**src/rtl/dtg.sv**
```systemverilog
// VGA-style display timing generator: free-running pixel/line counters with
// registered video_on, line/frame ticks and a configurable sync delay line.
module dtg #(
  parameter int H_ACTIVE   = 640,
  parameter int H_FP       = 16,
  parameter int H_SYNC     = 96,
  parameter int H_BP       = 48,
  parameter int V_ACTIVE   = 480,
  parameter int V_FP       = 10,
  parameter int V_SYNC     = 2,
  parameter int V_BP       = 33,
  parameter int SYNC_DELAY = 1
) (
  input  logic       clock,
  input  logic       rst_n,
  output logic       hsync,
  output logic       vsync,
  output logic       video_on,
  output logic [9:0] pixel_column,
  output logic [9:0] pixel_row,
  output logic       line_tick,
  output logic       frame_tick
);

  localparam int H_TOTAL = H_ACTIVE + H_FP + H_SYNC + H_BP;
  localparam int V_TOTAL = V_ACTIVE + V_FP + V_SYNC + V_BP;

  localparam logic [9:0] L_H_LAST   = 10'(H_TOTAL - 1);
  localparam logic [9:0] L_V_LAST   = 10'(V_TOTAL - 1);
  localparam logic [9:0] L_H_ACT    = 10'(H_ACTIVE);
  localparam logic [9:0] L_V_ACT    = 10'(V_ACTIVE);
  localparam logic [9:0] L_HS_START = 10'(H_ACTIVE + H_FP);
  localparam logic [9:0] L_HS_END   = 10'(H_ACTIVE + H_FP + H_SYNC);
  localparam logic [9:0] L_VS_START = 10'(V_ACTIVE + V_FP);
  localparam logic [9:0] L_VS_END   = 10'(V_ACTIVE + V_FP + V_SYNC);

  logic [9:0] r_col;
  logic [9:0] r_row;
  logic       r_video_on;
  logic       r_line_tick;
  logic       r_frame_tick;
  logic [1:0] r_sync0;

  logic       w_h_wrap;
  logic [9:0] w_col_next;
  logic [9:0] w_row_next;
  logic       w_hs_next;
  logic       w_vs_next;

  assign w_h_wrap   = (r_col == L_H_LAST);
  assign w_col_next = w_h_wrap ? 10'd0 : r_col + 10'd1;
  assign w_row_next = !w_h_wrap            ? r_row :
                      (r_row == L_V_LAST)  ? 10'd0 : r_row + 10'd1;

  assign w_hs_next = !((w_col_next >= L_HS_START) && (w_col_next < L_HS_END));
  assign w_vs_next = !((w_row_next >= L_VS_START) && (w_row_next < L_VS_END));

  // Every flag is computed from the next-state counts so it lines up with the counters.
  always_ff @(posedge clock or negedge rst_n) begin
    if (!rst_n) begin
      r_col        <= L_H_LAST;
      r_row        <= L_V_LAST;
      r_video_on   <= 1'b0;
      r_line_tick  <= 1'b0;
      r_frame_tick <= 1'b0;
      r_sync0      <= 2'b11;
    end else begin
      r_col        <= w_col_next;
      r_row        <= w_row_next;
      r_video_on   <= (w_col_next < L_H_ACT) && (w_row_next < L_V_ACT);
      r_line_tick  <= (w_col_next == 10'd0);
      r_frame_tick <= (w_col_next == 10'd0) && (w_row_next == 10'd0);
      r_sync0      <= {w_vs_next, w_hs_next};
    end
  end

  // Sync delay chain: element 0 is the zero-lag sync pair, element N is N clocks late.
  logic [1:0] w_chain [SYNC_DELAY+1];
  assign w_chain[0] = r_sync0;

  generate
    for (genvar gi = 0; gi < SYNC_DELAY; gi++) begin : g_stage
      logic [1:0] r_q;
      always_ff @(posedge clock or negedge rst_n) begin
        if (!rst_n) r_q <= 2'b11;
        else        r_q <= w_chain[gi];
      end
      assign w_chain[gi+1] = r_q;
    end
  endgenerate

  assign hsync        = w_chain[SYNC_DELAY][0];
  assign vsync        = w_chain[SYNC_DELAY][1];
  assign video_on     = r_video_on;
  assign pixel_column = r_col;
  assign pixel_row    = r_row;
  assign line_tick    = r_line_tick;
  assign frame_tick   = r_frame_tick;

endmodule

```
**config.mk**
```make
export PLATFORM = sky130hd
export DESIGN_NAME = dtg
export DESIGN_NICKNAME = d
export VERILOG_FILES = /design/src/rtl/dtg.sv
export SDC_FILE = /design/constraint.sdc
export NUM_CORES = 1
export LEC_CHECK = 0
export ABC_AREA = 1
export BUFFER_PORTS_ARGS = -buffer_cell sky130_fd_sc_hd__buf_2
export CORE_ASPECT_RATIO = 1.2
export CORE_MARGIN = 1
export CORE_UTILIZATION = 50
export CTS_BUF_LIST = sky130_fd_sc_hd__clkbuf_8
export DETAILED_ROUTE_END_ITERATION = 6
export GPL_TIMING_DRIVEN = 0
export PLACE_DENSITY_LB_ADDON = 0.05
export SLEW_MARGIN = 20
export SYNTH_ARGS = -nofsm -noshare
export SYNTH_HDL_FRONTEND = slang
export SYNTH_SLANG_ARGS = --single-unit
```
**constraint.sdc**
```tcl
create_clock -name clock -period 2.5 [get_ports clock]
set_input_delay 0.5 -clock clock [delete_from_list [all_inputs] [get_ports clock]]
set_output_delay 0.5 -clock clock [all_outputs]
set_load 0.01 [all_outputs]
```
==> impl_metrics.py <==
metrics = {
    "status": {
        "status": "finished clean",
    },
    "run": {
        "cap_violations": 0,
    },
    "timing": {
        "worst_slew_pin_slew_ps": 592,
        "period_needed_ps": 2100,
        "period_share": 0.842,
        "setup-violations-final": 0,
        "fmax_mhz": 475,
        "rsz0062_at_grt": "no",
        "max_slew_margin": 0.605,
        "report.final.slew_viol_count": 0,
        "hold_violations": 0,
        "finClkSkew_ps": 7.29,
        "setup_tns_ps": 0,
        "hold_slack_ps": 213,
    },
    "synth": {
        "avgSynthCellArea_um2": 7.09,
        "synth_edf_count": 0,
        "synth_top_cell_area_share": 0.218,
        "netlist_top_cells_count": "nand2_1, inv_1, nor2_1",
        "synth_nets": 243,
        "synth_top_flop_cell": "dfstp_2",
        "async_reset_ff_frac": 1.00,
        "seq_area_frac_synth": 0.411,
        "synth_cell_types": 27,
        "synth_seq_cells": 27,
        "synth_area_leaders": "dfstp_2, dfrtp_1, nand2_1",
        "synth_top_area_cell": "dfstp_2",
        "yosysMostFrequentCell": "nand2_1",
        "netlist_area_um2": 1690,
        "netlist_instances": 238,
        "yosysWarnings": 0,
    },
    "pwr": {
        "clkPwrFrac": 0.366,
        "pwr-share-seq": 0.622,
        "combPwrFrac": 0.012,
        "power.leakage_nw": 1.07,
        "p_sw_mw": 0.152,
        "power.share.switching": 0.216,
        "irDropWorstVdd_uv": 280,
        "internal_power_mw": 0.551,
        "power_density_nw_per_um2": 368,
    },
    "final_layout": {
        "drive_gt1_frac": 0.235,
        "antenna_cells": 0,
        "stdcell_area_um2": 1910,
        "stdcell_count": 304,
        "num-nets-final": 274,
        "area_growth_pct": 13.3,
    },
    "cts": {
        "root_buffer": "clkbuf_8",
        "cts_buffers": 3,
        "cts_sinks": 27,
        "cts-htree-levels": 1,
        "ctsHoldBuffers": 0,
        "worst_skew_pair.late_latency_ps": 270,
        "cts_tree": "yes",
        "cts_resized": 0,
        "cts.reportedPaths.clkPinSlew_ps": 100,
        "cts.path.max_buffers": 2,
        "cts_setup_buffers": 0,
    },
    "worst_setup_path": {
        "ff2ff_path_depth": 8,
        "reg2reg_slack_ps": 400,
        "cp.required_ps": 2670,
        "reg2reg_to": "video_on",
        "worstPathMaxFanout": 5,
        "crit_type": "flip-flop to flip-flop",
        "crit_path_frequent_cell": "nand3_1",
        "worstPathArrival_ps": 2270,
        "reg2reg_from": "pixel_column[0]",
        "cp-start-kind": "flip-flop",
        "end_kind": "flip-flop",
        "path_cells": "ha_1 > nand4_4 > nor3_1 > nand3_1 > nand2_1 > nand3_1 > o21ai_0 > nor2_1",
        "crit_path_max_incr_delay_ps": 590,
        "crit_slowest_cell": "dfstp_2",
    },
    "floorplan": {
        "ios": 27,
        "fp.dieArea_um2": 3610,
        "die_h_um": 65.6,
        "initial_utilization": 0.537,
        "core_area_um2": 3140,
        "die_x_um": 55.0,
        "rows": 22,
    },
    "place": {
        "numPortBuffers": 26,
        "dp_hpwl_mm": 2.81,
        "place.gp.congestion": 0.863,
        "dp.cells": 300,
        "placed_area_um2": 1860,
    },
    "global_route": {
        "antenna_found_initial": 0,
        "grt.total_usage": 0.233,
        "grt_max_degree": 28,
        "grt_pass1_vias": 1410,
        "grt_pass1_wl_mm": 6.06,
        "overflow": 0,
    },
    "routing": {
        "drc_errors": 0,
        "dr.pass1.iters": 4,
        "ant_nets": 0,
        "vias": 1500,
        "avgRoutedWirePerCell_um": 11.8,
        "drt_wl_total_mm": 3.58,
        "drt_iter0_drc": 29,
        "via_per_inst": 4.93,
    },
    "worst_hold_path": {
        "worstHoldPathType": "primary input to asynchronous set/reset pin",
    },
}
cell usage in the layout (no fill, tap or decap), types with 3 or more instances in the layout:
cell type  instances
nor2_1            34
ha_1               3
nor3_1             4
buf_2             27
nand3_1           23
nand3_2            3
o21ai_0            4
inv_1             40
nand2_1           73
dfstp_2           14
dfrtp_1           13
nand2_2            3
nand4_1            4
clkbuf_8           3
power by group through the flow:
stage	clock (mW)	sequential, mW	combinational, mW
global placement	0	0.445	0.00928
global route	0.280	0.438	0.0106
CTS	0.263	0.438	0.00938
detailed placement	0	0.445	0.00938
finish	0.257	0.438	0.00858
floorplan	0	0.445	0.000000611
how the worst max path moves through the flow:
stage / start / end / slack (ps) / depth (start not counted)
after detailed placement: pixel_column[0] / video_on / 390 / 8
after CTS: pixel_column[0] / video_on / 360 / 8
after global routing: pixel_column[0] / frame_tick / 260 / 12
final: pixel_column[0] / video_on / 400 / 8
after floorplan: pixel_column[0] / video_on / 690 / 9
after global placement: pixel_column[0] / video_on / 390 / 8
cell families (layout without fill, tap and decap cells):
group | Yosys count | count (layout) | synth area share
AOI/OAI and AO/OA | 8 | 8 | 0.0289
and+or+nand+nor | 152 | 152 | 0.415
buffers and inverters | 46 | 76 | 0.112
adders and majority gates | 3 | 3 | 0.0223
xor gates and xnor gates | 2 | 2 | 0.0104
DFF | 27 | 27 | 0.411
layer usage:
layer	routed length [µm]	track usage
met1	1560	0.285
met2	1890	0.413
met3	109	0.0324
met4	23	0.0563
met5	0	0
critical path: cells and delay by family, from the launching register on:
kind | cells | cell delay (ps)
simple gates | 6 | 1000
fa+ha+maj | 1 | 250
compound gates | 1 | 170
flops | 1 | 590
through the flow:
step                      utilization  total power, mW  setup WS [ps]
after floorplan                     -            0.445            685
after global placement          0.593            0.455            395
after detailed placement        0.593            0.455            388
after CTS                       0.609            0.711            364
after global routing            0.609            0.729            258
final                           0.609            0.703            396
sequential cells by signal (all words and copies together), names as in the netlist:
register and cells:
pixel_column 10, pixel_row 10, g_stage.r_q 2, r_sync0 2, frame_tick 1, line_tick 1
video_on 1
cell type report:
type,instances,area (µm²)
buffer,4,31.3
sequential,27,693
clock buffer,3,41.3
inverter,42,158
tap,36,45.0
clock inverter,1,7.51
multi-input combinational,165,805
timing repair buffer,26,130
fill,304,1230
No activity file was read; power rests on OpenSTA's default activity.
